==> config.mk <==
export PLATFORM = sky130hd
export DESIGN_NAME = scan_test_ctrl
export DESIGN_NICKNAME = d
export VERILOG_FILES = /design/src/rtl/dft_pkg.sv /design/src/rtl/scan_popcount.sv /design/src/rtl/scan_test_ctrl.sv
export SDC_FILE = /design/constraint.sdc
export NUM_CORES = 1
export LEC_CHECK = 0
export BUFFER_PORTS_ARGS = -buffer_cell sky130_fd_sc_hd__buf_2
export CAP_MARGIN = 20
export CORE_MARGIN = 2
export CORE_UTILIZATION = 50
export DETAILED_ROUTE_END_ITERATION = 6
export PLACE_DENSITY_LB_ADDON = 0.2
export SETUP_SLACK_MARGIN = 0.1
export SYNTH_ARGS = -nofsm -noshare
export SYNTH_HDL_FRONTEND = slang
export SYNTH_SLANG_ARGS = --single-unit
export TNS_END_PERCENT = 30
==> constraint.sdc <==
create_clock -name clk -period 3.6 [get_ports clk]
set_input_delay 0.36 -clock clk [delete_from_list [all_inputs] [get_ports clk]]
set_output_delay 0.36 -clock clk [all_outputs]
set_load 0.05 [all_outputs]
==> src/rtl/dft_pkg.sv <==
// Shared DFT types and defaults: scan FSM state encoding and chain geometry.
package dft_pkg;

    typedef enum logic [2:0] {
        IDLE    = 3'd0,
        LOAD    = 3'd1,
        CAPTURE = 3'd2,
        UNLOAD  = 3'd3,
        DONE    = 3'd4
    } state_e;

    localparam int DEF_CHAIN_LEN      = 8;
    localparam int DEF_CAPTURE_CYCLES = 1;

    function automatic int max_int(input int a, input int b);
        return (a > b) ? a : b;
    endfunction

endpackage

==> src/rtl/scan_popcount.sv <==
// Combinational count of masked mismatching bits between two vectors.
module scan_popcount #(
    parameter int W  = 8,
    parameter int CW = $clog2(W + 1)
) (
    input  logic [W-1:0]  a,
    input  logic [W-1:0]  b,
    input  logic [W-1:0]  mask,
    output logic [CW-1:0] count
);

    logic [W-1:0] diff;

    always_comb begin
        diff  = (a ^ b) & mask;
        count = '0;
        for (int i = 0; i < W; i++) begin
            count = count + CW'(diff[i]);
        end
    end

endmodule

==> src/rtl/scan_test_ctrl.sv <==
// Tester-side scan controller: serial load, capture window, serial unload
// and masked compare against an expected response.
module scan_test_ctrl
    import dft_pkg::*;
#(
    parameter int CHAIN_LEN      = DEF_CHAIN_LEN,
    parameter int CAPTURE_CYCLES = DEF_CAPTURE_CYCLES,
    parameter int MW             = $clog2(CHAIN_LEN + 1)
) (
    input  logic                 clk,
    input  logic                 reset,
    input  logic                 start,
    input  logic [CHAIN_LEN-1:0] pattern,
    input  logic [CHAIN_LEN-1:0] expected,
    input  logic [CHAIN_LEN-1:0] mask,
    input  logic                 scan_out,
    output logic                 scan_en,
    output logic                 scan_in,
    output logic                 busy,
    output logic                 done,
    output logic                 pass,
    output logic [CHAIN_LEN-1:0] captured,
    output logic [MW-1:0]        mismatch_count
);

    localparam int N  = CHAIN_LEN;
    localparam int CW = $clog2(max_int(CHAIN_LEN, CAPTURE_CYCLES));
    localparam logic [CW-1:0] SHIFT_RL = CW'(CHAIN_LEN - 1);
    localparam logic [CW-1:0] CAP_RL   = CW'(CAPTURE_CYCLES - 1);

    state_e         state_q, state_d;
    logic [CW-1:0]  cnt_q, cnt_d;
    logic [N-1:0]   pat_q, pat_d;
    logic [N-1:0]   cap_q, cap_d;
    logic [N-1:0]   exp_q, exp_d;
    logic [N-1:0]   msk_q, msk_d;
    logic [N-1:0]   captured_q, captured_d;
    logic [MW-1:0]  mm_q, mm_d;
    logic           pass_q, pass_d;
    logic           scan_en_q, scan_en_d;
    logic           scan_in_q, scan_in_d;
    logic           busy_q, busy_d;
    logic           done_q, done_d;
    logic [N-1:0]   cap_next;
    logic [MW-1:0]  pc;

    // scan_out is sampled before the shift, so the final bit joins here
    assign cap_next = {cap_q[N-2:0], scan_out};

    scan_popcount #(
        .W  (N),
        .CW (MW)
    ) u_popcount (
        .a     (cap_next),
        .b     (exp_q),
        .mask  (msk_q),
        .count (pc)
    );

    always_ff @(posedge clk or posedge reset) begin
        if (reset) begin
            state_q    <= IDLE;
            cnt_q      <= '0;
            pat_q      <= '0;
            cap_q      <= '0;
            exp_q      <= '0;
            msk_q      <= '0;
            captured_q <= '0;
            mm_q       <= '0;
            pass_q     <= 1'b0;
            scan_en_q  <= 1'b0;
            scan_in_q  <= 1'b0;
            busy_q     <= 1'b0;
            done_q     <= 1'b0;
        end else begin
            state_q    <= state_d;
            cnt_q      <= cnt_d;
            pat_q      <= pat_d;
            cap_q      <= cap_d;
            exp_q      <= exp_d;
            msk_q      <= msk_d;
            captured_q <= captured_d;
            mm_q       <= mm_d;
            pass_q     <= pass_d;
            scan_en_q  <= scan_en_d;
            scan_in_q  <= scan_in_d;
            busy_q     <= busy_d;
            done_q     <= done_d;
        end
    end

    always_comb begin
        state_d    = state_q;
        cnt_d      = cnt_q;
        pat_d      = pat_q;
        cap_d      = cap_q;
        exp_d      = exp_q;
        msk_d      = msk_q;
        captured_d = captured_q;
        mm_d       = mm_q;
        pass_d     = pass_q;
        unique case (state_q)
            IDLE: begin
                if (start) begin
                    state_d = LOAD;
                    cnt_d   = SHIFT_RL;
                    pat_d   = {pattern[N-2:0], 1'b0};
                    cap_d   = '0;
                    exp_d   = expected;
                    msk_d   = mask;
                end
            end
            LOAD: begin
                pat_d = {pat_q[N-2:0], 1'b0};
                if (cnt_q == '0) begin
                    state_d = CAPTURE;
                    cnt_d   = CAP_RL;
                end else begin
                    cnt_d = cnt_q - 1'b1;
                end
            end
            CAPTURE: begin
                if (cnt_q == '0) begin
                    state_d = UNLOAD;
                    cnt_d   = SHIFT_RL;
                end else begin
                    cnt_d = cnt_q - 1'b1;
                end
            end
            UNLOAD: begin
                cap_d = cap_next;
                if (cnt_q == '0) begin
                    state_d    = DONE;
                    cnt_d      = '0;
                    captured_d = cap_next;
                    mm_d       = pc;
                    pass_d     = (pc == '0);
                end else begin
                    cnt_d = cnt_q - 1'b1;
                end
            end
            DONE: begin
                state_d = IDLE;
                cnt_d   = '0;
            end
            default: begin
                state_d = IDLE;
                cnt_d   = '0;
            end
        endcase
    end

    // Outputs are registered from the next state so they align with it
    always_comb begin
        scan_en_d = (state_d == LOAD) || (state_d == UNLOAD);
        busy_d    = (state_d != IDLE);
        done_d    = (state_d == DONE);
        scan_in_d = 1'b0;
        if (state_q == IDLE && start) begin
            scan_in_d = pattern[N-1];
        end else if (state_q == LOAD && state_d == LOAD) begin
            scan_in_d = pat_q[N-1];
        end
    end

    assign scan_en        = scan_en_q;
    assign scan_in        = scan_in_q;
    assign busy           = busy_q;
    assign done           = done_q;
    assign pass           = pass_q;
    assign captured       = captured_q;
    assign mismatch_count = mm_q;

endmodule
* After elaboration in Yosys (flattened, before gate mapping)
Cells that the tools add are included.
** Operators by class
- $add $sub $neg :: 8
- Bitwise gates (word level) :: 2
- Mux-type cells :: 15
- Reductions and logical operators :: 14
- Equal/unequal tests :: 7
** Operators by type and width (number)
- adder 4 x 1 -> 4 bit :: 6
- two-way mux 3 bit :: 7
- one-hot mux 8 bit (2 select lines) :: 1
- one-hot mux 7 bit (2 select lines) :: 1
- one-hot mux 3 bit (4 select lines) :: 1
- == test 3 x 2 -> 1 bit, second input constant :: 3
- one-hot mux 3 bit (3 select lines) :: 1
- bitwise AND 8 bit :: 1
- two-way mux 8 bit :: 1
- AND reduction 2 bit :: 4
- bitwise XOR 8 bit :: 1
- two-way mux 7 bit :: 1
- == test 3 x 1 -> 1 bit, second input constant :: 2
- logical NOT 3 bit :: 2
- logical NOT 4 bit :: 1
- nonzero test 2 bit :: 2
- == test 3 bit, second input constant :: 1
- nonzero test 3 bit :: 1
- subtractor 3 x 1 -> 3 bit, second input constant :: 1
- adder 1 x 1 -> 2 bit :: 1
- logical AND 1 bit :: 2
- two-way mux 1 bit :: 2
- != test 2 bit, second input constant :: 1
- OR reduction 2 bit :: 1
- logical OR 1 bit :: 1
** Storage, ports and cells
- Register bits after elaboration :: 54
- Output and inout port bits :: 17
- Word-level logic and storage cells :: 59

* Logic depth before layout (Yosys ltp)
- Word-level depth :: 10
- Mapped depth :: 13
- Gate-level depth less buffers :: 13

* Modules after synthesis
A second synthesis with hierarchy kept.
** Unflattened totals
- Cells, all modules :: 182
- Area total of the unflattened synthesis :: 2468.6 um2
** Modules (own cells, without submodules)
- scan_test_ctrl :: cells each 149, area an instance 2197.1 um2, times used 1, sequential area each 1326.3 um2
- scan_popcount :: cells each 33, area an instance 271.5 um2, times used 1, sequential area each 0.0 um2

* Least setup slack after synthesis
OpenSTA, ideal clock, no wires.
- Kind :: register to register
- From :: reg cap_q[0]
- To :: reg mm_q[2] (netlist: mismatch_count[2])
- Setup slack :: 319 ps
- Data arrival time :: 3157 ps
- Buffers on the path :: 0
- Clock period less this slack :: 3281 ps
- Library setup time :: 125 ps
- Stages on the path, launching flop included :: 14
- Path through :: dfrtp_1 > xor2_1 > and2_1 > ha_1 > inv_1 > fa_1 > fa_1 > inv_1 > fa_1 > inv_1 > fa_1 > nor2b_1 > nor2_1 > mux2_2
** On the way
- Cells in the longest elaborated chain, start to end :: 9
** Ends and longest elaborated chain
- from (decl) :: line scan_test_ctrl.sv:34 : logic [N-1:0] cap_q, cap_d;
- from (signal assigned) :: line scan_test_ctrl.sv:79 : cap_q <= cap_d;
- bitwise XOR 8 bit :: line scan_popcount.sv:15 : diff = (a ^ b) & mask;
- bitwise AND 8 bit :: line scan_popcount.sv:15
- adder 1 x 1 -> 2 bit :: line scan_popcount.sv:18 : count = count + CW'(diff[i]);
- adder 4 x 1 -> 4 bit (6 in series) :: line scan_popcount.sv:18
- to (signal assigned) :: line scan_test_ctrl.sv:83 : mm_q <= mm_d;
- to (decl) :: line scan_test_ctrl.sv:38 : logic [MW-1:0] mm_q, mm_d;
Every way passes these cells.
A chain may end at the register's enable or synchronous reset.

* Worst setup path in the final report
- From :: reg exp_q[0]
- To :: reg mm_q[2] (netlist: mismatch_count[2])
** On the way
- Cells in the longest elaborated chain, start to end :: 9
** Ends and longest elaborated chain
- from (decl) :: line scan_test_ctrl.sv:35 : logic [N-1:0] exp_q, exp_d;
- from (signal assigned) :: line scan_test_ctrl.sv:80 : exp_q <= exp_d;
- bitwise XOR 8 bit :: line scan_popcount.sv:15
- bitwise AND 8 bit :: line scan_popcount.sv:15
- adder 1 x 1 -> 2 bit :: line scan_popcount.sv:18
- adder 4 x 1 -> 4 bit (6 in series) :: line scan_popcount.sv:18
Every way passes these cells.

==> reports/summary.txt <==
Combinational family with the most area after synthesis: multiplexers
RSZ-0062 raised after global routing: false
Syn Nets: 216
FF-to-FF Start: exp_q[0]
Synthesized instance count: 181
Worst Setup EP: mismatch_count[2]
Grt met1 use: 0.234
Number of synthesized register bits: 53
Global-route wire length before repair: 6720 microns
Clock Sinks: 53
GPL Wtd Cong: 0.730
Post-route ant nets: 0
I/O Buffers: 44
Diodes inserted: 0
Post-Syn Area: 2390 sq um
Endpoint class of the critical path: register
Initial Util: 0.514
CTS tree: built
Least-Margin Pin Slew: 537 ps
Clock Skew: 5.53 ps
Bufs on Longest Clock Path: 2
Fraction of layout cells with a size suffix above 1: 0.393
Most frequent cells in the layout: 53 x dfrtp_1, 44 x buf_2, 25 x mux2_2
Sequential power share: 0.364
Overall Power: 0.00296 W
GR Util met2: 0.251
Yosys top cell area share: 0.554
Overall die height: 73.2 microns
Placement Rows: 25
H-tree level count: 2
Final Cycle Share: 0.912
CP Data Arrival Time: 3480 ps
Area growth, synth to finish: 16.8%
Worst Path Class, Setup: register to register
Vias per cell: 5.36
Synth Warn #: 0
Adder-Cell Fraction of Synth Area: 0.0491
R2R depth: 13
Clock-pin slew on the worst setup and hold paths: 90 ps
Post-Synth XOR/XNOR Area: 0.0329
Worst endpoint required time: 3800 ps
Clock latency on the worst-skew pair: 300 ps
GR peak layer: met2
Crit path max fanout: 2
Simple-gate area share of the yosys netlist: 0.0825
Core Util, Final: 0.600
Mux contribution to synthesized area: 0.131
Dpl cells: 274
Clock power frac: 0.139
Min cycle time layout: 3280 ps
Power Density: 1060 nW/um^2
Internal power: 0.00173 W
Critical path launch point: exp_q[0]
VDD IR max: 438 uV
Run status: completed
DRC viols: 0
CTS root buf: clkbuf_8
Core footprint: 4660 sq um
Total wire length: 4050 microns
Netlist cell types: 36
Commonest non-fill, non-tap cell in the layout: dfrtp_1
Top FF cell, synth: dfrtp_1
Relative slew slack: 0.641
CTS buffer count: 5
Initial antenna violation count: 0
Die Wd: 73.2 microns
Max-cap check violation count: 0
Total grt overflow: 0
Switching portion of total power: 0.415
Met3 usage: 0.0442
Psw: 0.00123 W
Synth area leaders: dfrtp_1 55%, mux2_2 12%, a22o_1 5.1%
FF-to-FF setup slack: 320 ps
Routed len/inst: 14.3 microns
Vias in the first global route: 1433
Number of DRC markers in iteration 0: 113
Post-CTS Hold Buffers: 0
Final setup vio count: 0
Die area: 5360 sq um
I/O pins: 45
TNS Setup: 0 ps
Post-synthesis compound-gate area fraction: 0.112
Fmax: 305 MHz
Fraction of registers with async set or reset after synthesis: 1.00
HPWL after DPL: 2980 microns
Pre-Repair DR Iteration Count: 4
Max Transition Viols Final: 0
P_leak: 1.42 nW
Syn Area/Cell: 13.2 sq um
Largest net degree at the start of global routing: 30
Worst min path class: input pin to async pin
Non-filler cells, final: 283
Nets: 263
Critical Path Source Type: register
Post-synth top area cell: dfrtp_1
Post-DP Area: 2670 sq um
Post-route design area: 2800 sq um
Register area share after synthesis: 0.554
Logic pwr share: 0.497
DR vias: 1518
Post-synth EDFFs: 0
Reg-to-Reg End: mismatch_count[2]
GRT Total Usage: 0.169
Final hold violations: 0
## final cells by class
class | count | area, sq um
clock buffers | 7 | 86.3
clock inverters | 1 | 30.0
fillers | 386 | 1860
inverters | 13 | 48.8
multi-input cells | 108 | 982
flip-flops and latches | 53 | 1330
well taps | 54 | 67.6
repair buffers | 47 | 255
## what timing repair did
| action | CTS | global route |
|---|---|---|
| setup endpoints to repair | 0 | 3 |
| resized for setup | 0 | 4 |
| setup buffers | 0 | 1 |
## critical path: stages (launching register included)
cell and delay (ps):
dfrtp_1 400, xor2_1 160, and2_1 150, ha_1 280
inv_1 70, fa_1 430, fa_1 540, inv_1 60
fa_2 390, inv_2 70, fa_2 190, nor2b_2 150
nor2_1 50, mux2_2 250
## logic make-up after synthesis
kind of cell,count (synthesis)
adder cells (fa/ha/maj),7
XOR/XNOR,9
multiplexers,28
AND/OR/NAND/NOR,29
AO/OA/AOI/OAI,35
buffers and inverters,20
flip-flops,53
## routing by layer
layer	share of wire	up-vias	routed length [microns]
met1	0.49	746	1970
met3	0.048	6	194
met5	0	-	0
met4	0.019	0	77
met2	0.45	32	1810
li1	-	734	-
## stage by stage
stage	hold WS [ps]	setup slack, ps
2_1_floorplan	449	319
6_report	85.4	316
4_1_cts	92.1	161
3_5_place_dp	434	113
3_3_place_gp	459	161
5_1_grt	117	151
## flip-flops by register name, summed over array words and instances (netlist names), 3 cells and up
signal,flops
pat_q,7
msk_q,8
state_q,3
cnt_q,3
mismatch_count,4
captured,8
cap_q,7
exp_q,8
## worst min-delay path by stage
stage                     to  cells past startpoint
global route        pat_q[7]                      2
floorplan           pat_q[7]                      1
detailed placement  pat_q[7]                      2
global placement    pat_q[7]                      1
finish              pat_q[7]                      2
CTS                 pat_q[7]                      2
## power groups by stage
stage | Sequential, W | Combinational [W] | Clock [W]
finish | 0.00108 | 0.00147 | 0.000411
global route | 0.00112 | 0.00166 | 0.000446
CTS | 0.00108 | 0.00145 | 0.000422
detailed placement | 0.00110 | 0.00145 | 0
global placement | 0.00108 | 0.00139 | 0
floorplan | 0.00125 | 0.000963 | 0
## Yosys cell counts, drive strengths merged (3+ instances only)
master	instances
o21ai	3
buf	7
a22o	14
ha	3
dfrtp	53
nor2	6
nand2	7
fa	4
a21oi	4
mux2	26
and2	4
a21o	6
inv	13
xor2	8
Power figures use the tool's default switching activity.
